**src/rtl/bp_mc_out_arbiter.sv**
```systemverilog
// bp_mc_out_arbiter
//   Shares the single manycore endpoint out-request port between several
//   BlackParrot-side packet sources. A round-robin arbiter picks one valid
//   requester per cycle. It grants only when all of the following hold:
//   the one-entry output register is free, an endpoint credit is available,
//   and no fence is waiting for outstanding requests to return.
//   The granted packet sits in the output register until the endpoint
//   accepts it.
//
// Ports
//   clk_i            clock
//   reset_n_i        asynchronous active-low reset
//   req_v_i          per-requester packet valid
//   req_packet_i     packets, requester i at [i*packet_width_p +: packet_width_p]
//   req_yumi_o       one-hot (or zero) accept, combinational
//   out_v_o          registered packet valid towards the endpoint
//   out_packet_o     registered packet
//   out_ready_i      endpoint ready; transfer on out_v_o & out_ready_i
//   credit_return_i  one pulse per returned response
//   fence_i          level; blocks grants until all credits are back
//   grant_id_o       requester index of the held packet
//   credits_o        credits currently available
//   idle_o           nothing held and all credits available
module bp_mc_out_arbiter #(
  parameter int num_req_p      = 2,
  parameter int packet_width_p = 128,
  parameter int max_credits_p  = 16,
  localparam int credit_width_lp = $clog2(max_credits_p+1),
  localparam int id_width_lp     = $clog2(num_req_p)
) (
  input  logic                                clk_i,
  input  logic                                reset_n_i,
  input  logic [num_req_p-1:0]                req_v_i,
  input  logic [num_req_p*packet_width_p-1:0] req_packet_i,
  output logic [num_req_p-1:0]                req_yumi_o,
  output logic                                out_v_o,
  output logic [packet_width_p-1:0]           out_packet_o,
  input  logic                                out_ready_i,
  input  logic                                credit_return_i,
  input  logic                                fence_i,
  output logic [id_width_lp-1:0]              grant_id_o,
  output logic [credit_width_lp-1:0]          credits_o,
  output logic                                idle_o
);

  localparam int sum_width_lp = id_width_lp + 1;
  localparam logic [credit_width_lp-1:0] max_credits_lp = credit_width_lp'(max_credits_p);
  localparam logic [credit_width_lp-1:0] one_credit_lp  = credit_width_lp'(1);
  localparam logic [id_width_lp-1:0]     last_id_lp     = id_width_lp'(num_req_p - 1);
  localparam logic [sum_width_lp-1:0]    num_req_lp     = sum_width_lp'(num_req_p);

  logic                       r_out_v;
  logic [packet_width_p-1:0]  r_packet;
  logic [id_width_lp-1:0]     r_grant_id;
  logic [credit_width_lp-1:0] r_credits;
  logic [id_width_lp-1:0]     r_ptr;

  logic                       w_slot_free;
  logic                       w_full;
  logic                       w_can_grant;
  logic                       w_found;
  logic [id_width_lp-1:0]     w_winner;
  logic                       w_grant;
  logic [num_req_p-1:0]       w_yumi;
  logic [packet_width_p-1:0]  w_win_packet;
  logic [id_width_lp-1:0]     w_ptr_next;
  logic [credit_width_lp-1:0] w_credits_next;

  assign w_slot_free = !r_out_v | out_ready_i;
  assign w_full      = (r_credits == max_credits_lp);
  // A fence only blocks while something is still outstanding; once credits
  // are back at max the grant goes out in that same cycle.
  assign w_can_grant = w_slot_free & (r_credits != '0) & !(fence_i & !w_full);

  // Round-robin search starting at the pointer, wrapping modulo num_req_p.
  always_comb begin : arb
    logic [sum_width_lp-1:0] v_idx;
    w_found  = 1'b0;
    w_winner = '0;
    v_idx    = '0;
    for (int k = 0; k < num_req_p; k++) begin
      v_idx = {1'b0, r_ptr} + sum_width_lp'(k);
      if (v_idx >= num_req_lp) v_idx = v_idx - num_req_lp;
      if (!w_found && req_v_i[v_idx[id_width_lp-1:0]]) begin
        w_found  = 1'b1;
        w_winner = v_idx[id_width_lp-1:0];
      end
    end
  end

  // Yumi is held low throughout reset, independent of register state.
  assign w_grant = w_can_grant & w_found & reset_n_i;

  always_comb begin
    w_yumi = '0;
    if (w_grant) w_yumi[w_winner] = 1'b1;
  end

  assign w_win_packet = req_packet_i[w_winner*packet_width_p +: packet_width_p];
  assign w_ptr_next   = (w_winner == last_id_lp) ? '0 : w_winner + id_width_lp'(1);

  // Credits are consumed at grant. A return at max with no grant is an
  // endpoint protocol error; the count saturates instead of wrapping.
  always_comb begin
    w_credits_next = r_credits;
    case ({w_grant, credit_return_i})
      2'b10:   w_credits_next = r_credits - one_credit_lp;
      2'b01:   w_credits_next = w_full ? r_credits : r_credits + one_credit_lp;
      default: w_credits_next = r_credits;
    endcase
  end

  always_ff @(posedge clk_i or negedge reset_n_i) begin
    if (!reset_n_i) begin
      r_out_v    <= 1'b0;
      r_packet   <= '0;
      r_grant_id <= '0;
      r_credits  <= max_credits_lp;
      r_ptr      <= '0;
    end else begin
      r_credits <= w_credits_next;
      if (w_grant) begin
        r_out_v    <= 1'b1;
        r_packet   <= w_win_packet;
        r_grant_id <= w_winner;
        r_ptr      <= w_ptr_next;
      end else if (out_ready_i) begin
        r_out_v <= 1'b0;
      end
    end
  end

  assign req_yumi_o   = w_yumi;
  assign out_v_o      = r_out_v;
  assign out_packet_o = r_packet;
  assign grant_id_o   = r_grant_id;
  assign credits_o    = r_credits;
  assign idle_o       = !r_out_v & w_full;

  a_credit_overflow : assert property (@(posedge clk_i) disable iff (!reset_n_i)
    !(credit_return_i && !w_grant && w_full))
    else $error("credit overflow");

  // Requesters must hold valid and packet stable until they are yumi'd.
  for (genvar i = 0; i < num_req_p; i++) begin : g_req_chk
    a_req_hold : assert property (@(posedge clk_i) disable iff (!reset_n_i)
      (req_v_i[i] && !req_yumi_o[i]) |=>
        (req_v_i[i] && $stable(req_packet_i[i*packet_width_p +: packet_width_p])))
      else $error("requester %0d dropped valid or changed packet before yumi", i);
  end

endmodule

```
**config.mk**
```make
export PLATFORM = sky130hd
export DESIGN_NAME = bp_mc_out_arbiter
export DESIGN_NICKNAME = d
export VERILOG_FILES = /design/src/rtl/bp_mc_out_arbiter.sv
export SDC_FILE = /design/constraint.sdc
export NUM_CORES = 1
export LEC_CHECK = 0
export BUFFER_PORTS_ARGS = -buffer_cell sky130_fd_sc_hd__buf_2
export CAP_MARGIN = 40
export CELL_PAD_IN_SITES_DETAIL_PLACEMENT = 1
export CELL_PAD_IN_SITES_GLOBAL_PLACEMENT = 1
export CORE_AREA = 3 3 155 157
export CTS_BUF_LIST = sky130_fd_sc_hd__clkbuf_4
export CTS_CLUSTER_SIZE = 24
export DETAILED_ROUTE_END_ITERATION = 10
export DIE_AREA = 0 0 158 160
export GPL_TIMING_DRIVEN = 0
export MAX_ROUTING_LAYER = met4
export PLACE_DENSITY = 0.72
export SLEW_MARGIN = 5
export SYNTH_ARGS = -nofsm -noshare
export SYNTH_HDL_FRONTEND = slang
export SYNTH_SLANG_ARGS = --single-unit
```
**constraint.sdc**
```tcl
create_clock -name clk_i -period 3.6 [get_ports clk_i]
set_input_delay 0.36 -clock clk_i [delete_from_list [all_inputs] [get_ports clk_i]]
set_output_delay 0.36 -clock clk_i [all_outputs]
set_load 0.01 [all_outputs]
```
**After elaboration in Yosys (flattened, before gate mapping)**

Cells that the tools add are included.

- Bits of input ports: 263
- Register bits after elaboration: 136
- Output and inout port bits: 138

- Bitwise logic cells: 7
- Shift-type cells: 1
- Multiplexer cells: 18
- $add $sub $neg: 6
- Equality and inequality tests: 4
- $lt $le $gt $ge: 6
- Reduce and logical (&&, ||, !) cells: 10

Operators by type and width:

| kind | count |
|---|---|
| indexed part select 256 x 9 -> 128 bit | 1 |
| 2-to-1 mux 1 bit | 14 |
| case mux 5 bit (2 select lines) | 1 |
| AND 1 bit | 6 |
| less-than comparator 1 x 2 -> 1 bit, second input constant | 3 |
| adder 5 x 1 -> 5 bit, second input constant | 1 |
| equality test 5 bit, second input constant | 1 |
| 2-to-1 mux 5 bit | 1 |
| nonzero test 5 bit | 1 |
| subtractor 5 x 1 -> 5 bit, second input constant | 1 |
| zero test 1 bit | 4 |
| nonzero test 2 bit | 2 |
| adder 1 x 1 -> 2 bit, second input constant | 1 |
| equality test 2 x 1 -> 1 bit, second input constant | 1 |
| equality test 2 bit, second input constant | 1 |
| >= comparator 1 x 2 -> 1 bit, second input constant | 1 |
| >= comparator 2 bit, second input constant | 1 |
| logical AND 1 bit | 2 |
| 2-to-1 mux 2 bit | 1 |
| inequality test 2 bit, second input constant | 1 |
| AND reduction 2 bit | 1 |
| subtractor 1 bit, second input constant | 2 |
| adder 1 bit, second input constant | 1 |
| demux 1 bit (select 1 bit) | 1 |
| 2 further kinds | 2 |

**Longest topological paths before layout**

Gate-level depths: netlist of the first run.

- Depth after elaboration: 13
- Depth in mapped cells: 14
- Gate-level depth less buffers: 10

**Worst setup path after synthesis of the first run**

OpenSTA, ideal clock, no wires.

- Path kind: reg2reg
- Start: register r_credits[0] (netlist: credits_o[0])
- End: register r_credits[4] (netlist: credits_o[4])
- Path slack: 475 ps
- Data required time: 3517 ps
- Path buffers: 4
- Arrival: 3042 ps
- Stages on the path, launching flop included: 15
- Clock period less this slack: 3125 ps
- Setup time: 83 ps
- Cells stage by stage: dfrtp_1 > nor4_4 > or2_2 > a21o_1 > buf_6 > buf_6 > buf_6 > buf_6 > nand2_1 > fa_1 > a211oi_1 > nor2_1 > a32oi_1 > o22ai_1 > a221o_1

- Cells in the longest elaborated chain, start to end: 10
- Elaborated cells on any way between the ends: 18
- Those cells by class: 2 x add/sub; 4 x eq/ne; 2 x mux; 5 x bitwise; 5 x reduce/logical

Ends and longest elaborated chain:

| item | line | source |
|---|---|---|
| start: declaration | 55 | `logic [credit_width_lp-1:0] r_credits;` |
| start signal: assignment | 118 | `r_credits <= max_credits_lp;` |
| start signal: assignment | 121 | `r_credits <= w_credits_next;` |
| equality test 5 bit | 70 | `assign w_full = (r_credits == max_credits_lp);` |
| zero test 1 bit | 73 | `assign w_can_grant = w_slot_free & (r_credits != '0) & !(fence_i & !w_full);` |
| AND 1 bit | 73 |  |
| zero test 1 bit | 73 |  |
| AND 1 bit | 73 |  |
| AND 1 bit (2 in series) | 92 | `assign w_grant = w_can_grant & w_found & reset_n_i;` |
| equality test 2 x 1 -> 1 bit or equality test 2 bit (tied branches) | 106 | `case ({w_grant, credit_return_i})` |
| inequality test 2 bit (no source line) or nonzero test 2 bit (tied branches) | -- |  |
| AND reduction 2 bit (no source line) | -- |  |

Parallel ways exist; a longest one is shown, timed or not. The select of a mux whose other input is x is not followed.
A chain may end at the register's enable or synchronous reset.

**Worst setup path after layout of the first run**

- Start: input port reset_n_i
- End: register r_credits[4] (netlist: credits_o[4])

- Cells in the longest elaborated chain, start to end: 4
- Elaborated cells on any way between the ends: 7
- Those cells by class: 3 x eq/ne; 1 x mux; 1 x bitwise; 2 x reduce/logical

Ends and longest elaborated chain:

| item | line | source |
|---|---|---|
| start: declaration | 32 | `input logic reset_n_i,` |
| AND 1 bit (*) | 92 |  |
| equality test 2 x 1 -> 1 bit or equality test 2 bit (tied branches) | 106 |  |
| inequality test 2 bit (no source line) or nonzero test 2 bit (tied branches) | -- |  |
| AND reduction 2 bit (no source line) | -- |  |

Every way passes the cells marked *; elsewhere a longest branch is shown, timed or not.

==> results of run 1 <==
per-stage QoR:
stage	total power [W]	util, %
2_1_floorplan	0.00405	-
3_3_place_gp	0.00536	38.9
3_5_place_dp	0.00550	39.1
4_1_cts	0.00650	40.4
5_1_grt	0.00689	40.6
6_report	0.00639	40.6
repair_timing:
action | in CTS | in global routing
hold endpoints to repair | 65 | 0
gates resized for setup | 1 | 3
setup buffers | 1 | 3
hold buffers | 2 | 0
pin swaps | 1 | 2
endpoints found under the setup margin | 1 | 1
registers in the layout, indices dropped and copies added, names as in the netlist:
register	cells
r_ptr	1
out_v_o	1
credits_o	5
out_packet_o	128
grant_id_o	1
cell type report:
| cell class | instances | area, µm² |
|---|---|---|
| Antenna cell | 5 | 12.5 |
| Buffer | 42 | 260 |
| Clock buffer | 17 | 128 |
| Clock inverter | 14 | 124 |
| Fill cell | 2783 | 13500 |
| Inverter | 2 | 7.51 |
| Multi-Input combinational cell | 428 | 2760 |
| Sequential cell | 136 | 3410 |
| Tap cell | 285 | 357 |
| Timing Repair Buffer | 409 | 2130 |
power by group through the flow:
stage | logic [W] | registers, W | clock network (W)
6_report | 0.00277 | 0.00265 | 0.000968
5_1_grt | 0.00306 | 0.00276 | 0.00107
4_1_cts | 0.00283 | 0.00266 | 0.00102
3_5_place_dp | 0.00281 | 0.00269 | 0
3_3_place_gp | 0.00272 | 0.00264 | 0
2_1_floorplan | 0.00104 | 0.00300 | 0
worst paths after layout:
path,slack [ns],depth (start not counted),to
setup reg to reg,0.27,13,credits_o[4]
hold reg to reg,0.48,2,out_packet_o[88]
hold / removal,0.09,3,out_packet_o[61]
min in group asynchronous,0.36,3,credits_o[0]
max in group asynchronous,2.83,3,out_packet_o[5]
setup / recovery,0.19,15,credits_o[4]
placed cells by master, fill, tap and decap left out, drive strengths merged, types with 5 or more instances in the layout:
| master | n |
|---|---|
| buf | 426 |
| clkbuf | 41 |
| clkinvlp | 5 |
| dfrtp | 135 |
| diode | 5 |
| inv | 6 |
| mux2i | 128 |
| nand2 | 131 |
| nor2 | 8 |
| o21ai | 131 |
logic make-up (layout without fill, tap and decap cells):
| family | count (synthesis) | in the layout | share of synthesized area, % |
|---|---|---|---|
| fa+ha+maj | 4 | 4 | 0.894 |
| mux | 131 | 131 | 20.4 |
| xor+xnor | 3 | 3 | 0.408 |
| flops | 136 | 136 | 52.9 |
| compound gates | 146 | 146 | 12.2 |
| buf+inv | 45 | 484 | 4.28 |
| simple gates | 144 | 144 | 8.96 |
| other cells | 0 | 5 | 0 |
synth_stat cells, drive strengths merged:
master,instances
nor3,1
o21ai,131
mux2i,128
o22ai,1
and2,1
ha,3
nand2,131
xor2,2
nor2,8
mux2,3
buf,19
clkbuf,24
o2111a,1
o21bai,1
a221o,1
inv,2
o211ai,1
a32oi,1
xnor2,1
dfstp,1
a211oi,1
fa,1
or2,1
a21o,3
a22oi,1
o311ai,1
dfrtp,135
nor4,1
nand2b,1
a21oi,3
metal layers:
| layer | up-vias | global-route usage, % | routed length (µm) |
|---|---|---|---|
| li1 | 2968 | - | - |
| met1 | 2978 | 22.7 | 10000 |
| met2 | 242 | 34.4 | 12800 |
| met3 | 24 | 5.09 | 1740 |
| met4 | 0 | 5.32 | 376 |
| met5 | - | - | 0 |
critical path: stages:
cell and delay (ns):
dlygate4sd3_1 0.55, buf_6 0.14, buf_16 0.21, o211ai_1 0.23, a21o_1 0.16, buf_6 0.18
buf_8 0.24, buf_6 0.18, nand2_1 0.14, fa_1 0.44, a211oi_2 0.31, o21bai_1 0.21
a32oi_1 0.14, o22ai_1 0.18, a221o_1 0.16
==> results.py, run 1 <==
metrics = {
    "timing": {
        "hold_ws_ns": 0.0916,
        "finalWorstSetupSlack_ns": 0.195,
        "grt_setup_unrepaired": "no",
        "setup_viol": 0,
        "fmaxAchievable_mhz": 294,
        "period_needed_ns": 3.41,
        "worst_pin_slew_ns": 0.815,
        "final.period_utilization_pct": 94.6,
        "hold_violations": 0,
        "slew_headroom_pct": 45.7,
        "slew_viol_final": 0,
        "fin_tns_setup_ns": 0,
        "worst_clock_skew_ns": 0.0332,
    },
    "synthesis": {
        "yosys_register_bits": 136,
        "synth_nets": 876,
        "synth_cell_types": 38,
        "yosys_warnings": 0,
        "synthesis.area_um2": 6440,
        "synth.avg_cell_area_um2": 10.6,
        "syn_inst": 609,
        "synth_top_cells_by_area": "dfrtp_1 (52%), mux2i_1 (20%), o21ai_0 (8.1%)",
        "synth_top_area_cell": "dfrtp_1",
        "synth-seq-area-share_pct": 52.9,
        "yosysTopAreaCellShare_pct": 52.5,
    },
    "cts": {
        "clockBufferDepth": 2,
        "cts_num_sinks": 136,
        "htree_levels": 4,
        "clk_pin_slew_ns": 0.14,
        "numCtsBuffers": 17,
        "clkLatencyLatePin_ns": 0.53,
        "cts_tree": "yes",
        "cts_root_buf": "clkbuf_4",
    },
    "power_and_ir_drop": {
        "power.density_nw_per_um2": 696,
        "power_frac_seq_pct": 41.5,
        "switching_share_pct": 41.3,
        "pwr-share-comb_pct": 43.3,
        "p_sw_w": 0.00264,
        "p_int_w": 0.00375,
        "leakagePower_nw": 5.14,
        "ir_drop_uv": 233,
        "pwr-share-clk_pct": 15.2,
    },
    "layout": {
        "stdcell_count": 1338,
        "drive_gt1_share_pct": 44.6,
        "post-route-cell-area_um2": 9190,
        "nNetsFinal": 1303,
        "syn_to_final_growth_pct": 42.7,
    },
    "worst_setup_path": {
        "critPathCaptureType": "flip-flop",
        "crit_arrival_ns": 3.87,
        "worst_ep_required_time_ns": 4.06,
        "cp-startpoint": "reset_n_i",
        "r2r_start": "credits_o[2]",
        "cp-start-kind": "primary input",
        "path_max_fanout": 73,
        "crit_type": "in -> reg",
    },
    "route": {
        "drtAntennaViolNets": 0,
        "wirelength_um": 24900,
        "detail_route.vias_per_cell": 4.64,
        "wl_per_cell_um": 18.6,
        "drc": 0,
        "drt_iter0_markers": 157,
        "vias": 6212,
        "drt_pass1_iterations": 4,
    },
    "floorplanning": {
        "core_area_um2": 22600,
        "die_w_um": 158,
        "die_area_um2": 25300,
        "initial_core_util_pct": 28.4,
        "io_pins": 401,
        "dieHeight_um": 160,
        "num_rows": 55,
    },
    "run": {
        "maxCapViolCount": 0,
    },
    "status": {
        "status": "finished, final reports clean",
    },
    "placement": {
        "gp_congestion": 0.792,
        "place_ws_ns": -0.542,
        "dp.cells": 1297,
        "dp_hpwl_um": 20200,
        "place_area_um2": 8850,
        "port_buffers": 400,
    },
    "hold_path": {
        "holdCritStartpoint": "req_packet_i[189]",
        "min_path_type": "in -> reg",
    },
    "grt": {
        "first_global_vias": 6787,
        "antenna_found_initial": 5,
        "grt_pass1_wl_um": 37600,
        "grt.total_usage_pct": 19.8,
        "grt_max_degree": 74,
        "grt_overflow_total": 0,
    },
}
Note: power is estimated with default switching activity, not from simulation.
==> run 2, diff against run 1 <==
==> config.mk (replaced) <==
export PLATFORM = sky130hd
export DESIGN_NAME = bp_mc_out_arbiter
export DESIGN_NICKNAME = d
export VERILOG_FILES = /design/src/rtl/bp_mc_out_arbiter.sv
export SDC_FILE = /design/constraint.sdc
export NUM_CORES = 1
export LEC_CHECK = 0
export ABC_AREA = 1
export BUFFER_PORTS_ARGS = -buffer_cell sky130_fd_sc_hd__buf_2
export CAP_MARGIN = 40
export CELL_PAD_IN_SITES_DETAIL_PLACEMENT = 1
export CELL_PAD_IN_SITES_GLOBAL_PLACEMENT = 1
export CORE_AREA = 3 3 154 156
export CTS_BUF_LIST = sky130_fd_sc_hd__clkbuf_4
export CTS_CLUSTER_SIZE = 24
export DETAILED_ROUTE_END_ITERATION = 10
export DIE_AREA = 0 0 157 159
export GPL_TIMING_DRIVEN = 0
export MAX_ROUTING_LAYER = met4
export PLACE_DENSITY = 0.74
export SLEW_MARGIN = 20
export SYNTH_ARGS = -nofsm -noshare
export SYNTH_HDL_FRONTEND = slang
export SYNTH_SLANG_ARGS = --single-unit
==> results.py, run 2 <==
metrics = {
    "cts": {
        "clockBufferDepth": 2,
        "htree_levels": 4,
        "cts_tree": "yes",
        "cts_num_sinks": 136,
        "clkLatencyLatePin_ns": 0.54,
        "numCtsBuffers": 17,
        "cts_root_buf": "clkbuf_4",
        "clk_pin_slew_ns": 0.12,
    },
    "placement": {
        "dp_hpwl_um": 20200,
        "gp_congestion": 0.866,
        "port_buffers": 400,
        "dp.cells": 1439,
        "place_area_um2": 8490,
    },
    "power_and_ir_drop": {
        "power_frac_seq_pct": 34.5,
        "leakagePower_nw": 6.00,
        "ir_drop_uv": 351,
        "pwr-share-clk_pct": 15.9,
        "finalPower_w": 0.00778,
        "power.density_nw_per_um2": 701,
        "p_sw_w": 0.00301,
        "switching_share_pct": 38.7,
        "p_int_w": 0.00476,
        "pwr-share-comb_pct": 49.6,
    },
    "worst_setup_path": {
        "cp-start-kind": "primary input",
        "r2r_start": "credits_o[0]",
        "crit_type": "in -> reg",
        "slowest_delay_ns": 0.59,
        "crit_family": "buffers and inverters",
        "critical_path.endpoint": "credits_o[4]",
        "path_max_fanout": 74,
        "r2r_slack_ns": 0.90,
        "crit_chain": "dlygate4sd3_1 > buf_12 > buf_16 > o21ai_0 > nor2_1 > nand2_4 > buf_4 > buf_6 > buf_6 > nand2_1 > ha_1 > nand3_1 > nand3_1 > inv_1 > nand2_1 > nand2_1 > nand2_1 > nand2_1 > inv_1",
        "r2r-end": "credits_o[4]",
        "critPathMostFrequentCell": "nand2_1",
        "reg2reg_depth": 18,
        "crit_arrival_ns": 3.72,
        "cp-startpoint": "reset_n_i",
        "worst_ep_required_time_ns": 4.06,
        "crit_cells": 19,
        "worst-path-buf-inv": 8,
        "critPathCaptureType": "flip-flop",
        "slowest_stage": "dlygate4sd3_1",
    },
    "grt": {
        "first_global_vias": 8985,
        "grt_pass1_wl_um": 48300,
        "grt.total_usage_pct": 25.3,
        "grt_overflow_total": 0,
        "antenna_found_initial": 5,
        "grt_max_degree": 75,
    },
    "timing": {
        "grt_setup_unrepaired": "no",
        "slew_headroom_pct": 61.4,
        "final.period_utilization_pct": 90.5,
        "period_needed_ns": 3.26,
        "worst_pin_slew_ns": 0.579,
        "hold_violations": 0,
        "setup_viol": 0,
        "fmaxAchievable_mhz": 307,
        "worst_clock_skew_ns": 0.0350,
        "slew_viol_final": 0,
    },
    "synthesis": {
        "synth_mux_area_share_pct": 0,
        "synth_xor_area_share_pct": 0.287,
        "synth_nets": 1020,
        "synth-simple-area-share_pct": 37.2,
        "yosys_warnings": 0,
        "synthesis.area_um2": 6100,
        "synth_edf_count": 0,
        "async_reset_ff_share_pct": 100,
        "synth_compound_area_share_pct": 0.698,
        "synth-seq-area-share_pct": 55.8,
        "yosysMostFrequentCell": "nand2_1",
        "yosysTopAreaCellShare_pct": 55.4,
        "synth.avg_cell_area_um2": 8.10,
        "synth-adder-area-share_pct": 0.944,
        "yosys_register_bits": 136,
        "synth_cell_types": 24,
        "syn_inst": 753,
        "synth_top_area_cell": "dfrtp_1",
        "synth_top_family_by_area": "simple AND/OR/NAND/NOR gates",
        "synth_ff_type": "dfrtp_1",
        "netlist_top_cells_count": "nand2_1 (408), dfrtp_1 (135), nand3_1 (133), buf_4 (21), buf_2 (14)",
        "synth_top_cells_by_area": "dfrtp_1 (55%), nand2_1 (25%), nand3_1 (11%)",
    },
    "layout": {
        "stdcell_count": 1701,
        "final_cell_mix": "buf_2 (413), nand2_1 (408), dlygate4sd3_1 (225)",
        "drive_gt1_share_pct": 33.9,
        "post-route-cell-area_um2": 11100,
        "syn_to_final_growth_pct": 82.0,
        "nNetsFinal": 1665,
        "postLayoutCoreUtil_pct": 49.3,
        "largest_register_ffs": 128,
        "final_common_cell": "buf_2",
        "fill_cells": 2796,
    },
    "route": {
        "drt_iter0_markers": 360,
        "drtAntennaViolNets": 0,
        "wl_per_cell_um": 18.7,
        "detail_route.vias_per_cell": 4.71,
        "drc": 0,
        "wirelength_um": 31900,
        "drt_pass1_iterations": 4,
        "vias": 8013,
    },
    "floorplanning": {
        "die_w_um": 157,
        "dieHeight_um": 159,
        "core_area_um2": 22500,
        "die_area_um2": 25000,
        "num_rows": 55,
        "io_pins": 401,
        "initial_core_util_pct": 27.1,
    },
    "run": {
        "maxCapViolCount": 0,
    },
    "hold_path": {
        "min_path_type": "in -> reg",
    },
    "status": {
        "status": "finished, final reports clean",
    },
}
run 2: power by group through the flow:
stage                     logic, W  clock network [W]  registers, W
after floorplan            0.00110                  0       0.00299
after global placement     0.00275                  0       0.00266
after detailed placement   0.00282                  0       0.00268
after CTS                  0.00374            0.00127       0.00266
after global routing       0.00419            0.00134       0.00277
final                      0.00385            0.00124       0.00268
run 2: worst reg2reg max path: cells and delay by family, from the launching register on:
kind                       cells  cell delay [ns]
adders and majority gates      1             0.44
buffers and inverters          5             0.66
DFF                            1             0.50
and+or+nand+nor               12             1.03
run 2: layer usage:
metal	part of all wire [%]	routed length [µm]	vias up	global-route usage [%]
li1	-	-	3677	-
met1	38	12100	3921	27.2
met2	52	16500	331	44.9
met3	6.4	2040	84	5.22
met4	3.8	1210	0	10.2
met5	0	0	-	-
run 2: logic make-up after synthesis:
| kind of cell | Yosys count |
|---|---|
| flip-flops | 136 |
| AO/OA/AOI/OAI | 7 |
| buffers and inverters | 52 |
| AND/OR/NAND/NOR | 552 |
| XOR/XNOR | 2 |
| adder cells (fa/ha/maj) | 4 |
run 2: cell type report:
cell class | instances | area [µm²] | share of cell area (%)
Clock buffer | 19 | 143 | 1.29
Tap cell | 285 | 357 | 3.21
Sequential cell | 136 | 3400 | 30.7
Clock inverter | 13 | 193 | 1.74
Multi-Input combinational cell | 565 | 2380 | 21.5
Inverter | 9 | 33.8 | 0.304
Buffer | 43 | 273 | 2.46
Antenna cell | 5 | 12.5 | 0.113
Timing Repair Buffer | 626 | 4300 | 38.7
run 2: what timing repair did:
item	CTS	global route
setup endpoints to repair	0	1
buffers inserted	0	0
hold buffers	224	1
gates resized for setup	0	1
hold endpoints to repair	197	1
run 2: worst min-delay path by stage:
| stage | from | end | slack (ns) | cells past startpoint |
|---|---|---|---|---|
| after floorplan | reset_n_i | credits_o[0] | 0.06 | 0 |
| after global placement | grant_id_o | grant_id_o | 0.47 | 2 |
| after detailed placement | reset_n_i | out_packet_o[14] | 0.39 | 1 |
| after CTS | req_packet_i[164] | out_packet_o[36] | 0.00006 | 3 |
| after global routing | req_packet_i[118] | out_packet_o[118] | 0.004 | 3 |
| final | req_packet_i[118] | out_packet_o[118] | 0.07 | 3 |
run 2: stage by stage:
step / setup TNS, ns / setup WS, ns / hold slack (ns)
2_1_floorplan: 0 / 1.31 / 0.0644
3_3_place_gp: -138.98 / -1.71 / 0.473
3_5_place_dp: 0 / 0.223 / 0.390
4_1_cts: 0 / 0.256 / 0.0000582
5_1_grt: 0 / 0.0920 / 0.00434
6_report: 0 / 0.343 / 0.0687
==> run 3, diff against run 2 <==
--- a/config.mk
+++ b/config.mk
@@ -17,7 +17,7 @@
 export DIE_AREA = 0 0 157 159
 export GPL_TIMING_DRIVEN = 0
 export MAX_ROUTING_LAYER = met4
-export PLACE_DENSITY = 0.74
+export PLACE_DENSITY_LB_ADDON = 0.1
 export SLEW_MARGIN = 20
 export SYNTH_ARGS = -nofsm -noshare
 export SYNTH_HDL_FRONTEND = slang
==> results.py, run 3 (synthesized netlist as in run 2, its figures left out) <==
metrics = {
    "placement": {
        "place_area_um2": 8490,
        "port_buffers": 400,
        "dp_hpwl_um": 20300,
        "gp_congestion": 0.797,
    },
    "route": {
        "drt_pass1_iterations": 4,
        "drtAntennaViolNets": 0,
        "vias": 7750,
        "wirelength_um": 29800,
        "drt_iter0_markers": 315,
        "detail_route.vias_per_cell": 4.54,
        "wl_per_cell_um": 17.5,
        "drc": 0,
    },
    "floorplanning": {
        "num_rows": 55,
        "die_w_um": 157,
        "die_area_um2": 25000,
        "dieHeight_um": 159,
        "io_pins": 401,
        "core_area_um2": 22500,
        "initial_core_util_pct": 27.1,
    },
    "layout": {
        "final_common_cell": "buf_2",
        "postLayoutCoreUtil_pct": 49.4,
        "final_cell_mix": "buf_2 (413), nand2_1 (408), dlygate4sd3_1 (230)",
        "drive_gt1_share_pct": 33.8,
        "fill_cells": 2861,
        "syn_to_final_growth_pct": 82.3,
        "nNetsFinal": 1670,
        "post-route-cell-area_um2": 11100,
        "largest_register_ffs": 128,
    },
    "worst_setup_path": {
        "r2r-end": "credits_o[4]",
        "cp-start-kind": "primary input",
        "critPathCaptureType": "flip-flop",
        "r2r_start": "credits_o[0]",
        "reg2reg_depth": 17,
        "worst_ep_required_time_ns": 4.03,
        "r2r_slack_ns": 0.97,
        "crit_arrival_ns": 3.67,
        "crit_type": "in -> reg",
        "path_max_fanout": 77,
    },
    "timing": {
        "worst_pin_slew_ns": 0.508,
        "grt_setup_unrepaired": "no",
        "hold_violations": 0,
        "fmaxAchievable_mhz": 309,
        "hold_ws_ns": 0.0439,
        "setup_viol": 0,
        "final.period_utilization_pct": 89.9,
        "slew_headroom_pct": 66.1,
        "slew_viol_final": 0,
        "worst_clock_skew_ns": 0.0155,
        "period_needed_ns": 3.24,
    },
    "run": {
        "maxCapViolCount": 0,
    },
    "power_and_ir_drop": {
        "power.density_nw_per_um2": 664,
        "leakagePower_nw": 5.98,
        "ir_drop_uv": 256,
    },
    "hold_path": {
        "min_path_type": "in -> reg",
        "holdCritStartpoint": "req_packet_i[165]",
        "min_path_cells": 3,
        "whs_endpoint": "out_packet_o[37]",
    },
    "grt": {
        "grt_max_degree": 78,
        "grt_overflow_total": 0,
        "grt_pass1_wl_um": 44300,
        "first_global_vias": 8387,
        "grt.total_usage_pct": 23.3,
        "antenna_found_initial": 7,
    },
    "cts": {
        "cts_tree": "yes",
        "clk_pin_slew_ns": 0.13,
        "cts_num_sinks": 136,
        "numCtsBuffers": 17,
        "htree_levels": 4,
        "clockBufferDepth": 2,
        "clkLatencyLatePin_ns": 0.54,
        "cts_setup_buffers": 0,
        "cts_root_buf": "clkbuf_4",
    },
    "status": {
        "status": "finished, final reports clean",
    },
}
run 3: where the power goes:
| group | internal, W | leakage [nW] | switching, W |
|---|---|---|---|
| combinational | 0.00181 | 4.14 | 0.00182 |
| sequential | 0.00224 | 1.69 | 0.000404 |
| clock | 0.000492 | 0.155 | 0.000613 |
run 3: layout make-up:
| cell class | count | area (µm²) | area share, % |
|---|---|---|---|
| clock buffer | 19 | 143 | 1.28 |
| antenna | 7 | 17.5 | 0.158 |
| clock inverter | 13 | 154 | 1.38 |
| inverter | 9 | 33.8 | 0.304 |
| tap | 285 | 357 | 3.21 |
| multi-input combinational | 565 | 2380 | 21.5 |
| timing repair buffer | 631 | 4350 | 39.1 |
| sequential | 136 | 3400 | 30.6 |
| buffer | 43 | 273 | 2.45 |
run 3: worst max path at each step:
stage,endpoint,depth (start not counted),start,slack (ns)
2_1_floorplan,credits_o[4],18,credits_o[1],1.31
3_3_place_gp,credits_o[3],14,reset_n_i,-1.74
3_5_place_dp,credits_o[3],15,reset_n_i,0.25
4_1_cts,credits_o[3],16,reset_n_i,0.26
5_1_grt,credits_o[3],16,reset_n_i,0.09
6_report,credits_o[3],16,reset_n_i,0.36
run 3: per-layer routing:
metal / global-route usage, % / wire length (µm) / vias to the layer above
met3: 6.09 / 1970 / 67
met5: - / 0 / -
met4: 8.91 / 1080 / 0
met2: 40.1 / 15200 / 301
li1: - / - / 3691
met1: 25.6 / 11600 / 3691
run 3: through the flow:
step           setup TNS, ns  std cells  power (W)  worst slack, ns
6_report                   0       1708    0.00737            0.364
5_1_grt                    0       1708    0.00796           0.0904
4_1_cts                    0       1669    0.00735            0.262
3_5_place_dp               0       1439    0.00549            0.254
3_3_place_gp         -151.82       1438    0.00544            -1.74
2_1_floorplan              0        753    0.00409             1.31
run 3: critical path, stage by stage:
cell and delay, ns:
dlygate4sd3_1 0.59, buf_12 0.31, buf_16 0.37, o21ai_0 0.16, nor2_1 0.19, nand2_4 0.10, buf_4 0.18, buf_6 0.16
buf_6 0.15, nand2_1 0.15, ha_1 0.31, a21oi_1 0.16, nand2_1 0.07, xor2_1 0.15, nand2_1 0.07, nand2_1 0.06
run 3: what timing repair did:
| item | in CTS | in global routing |
|---|---|---|
| setup endpoints to repair | 0 | 1 |
| endpoints found under the hold margin | 180 | 32 |
| resized for setup | 0 | 1 |
| hold buffers | 198 | 32 |
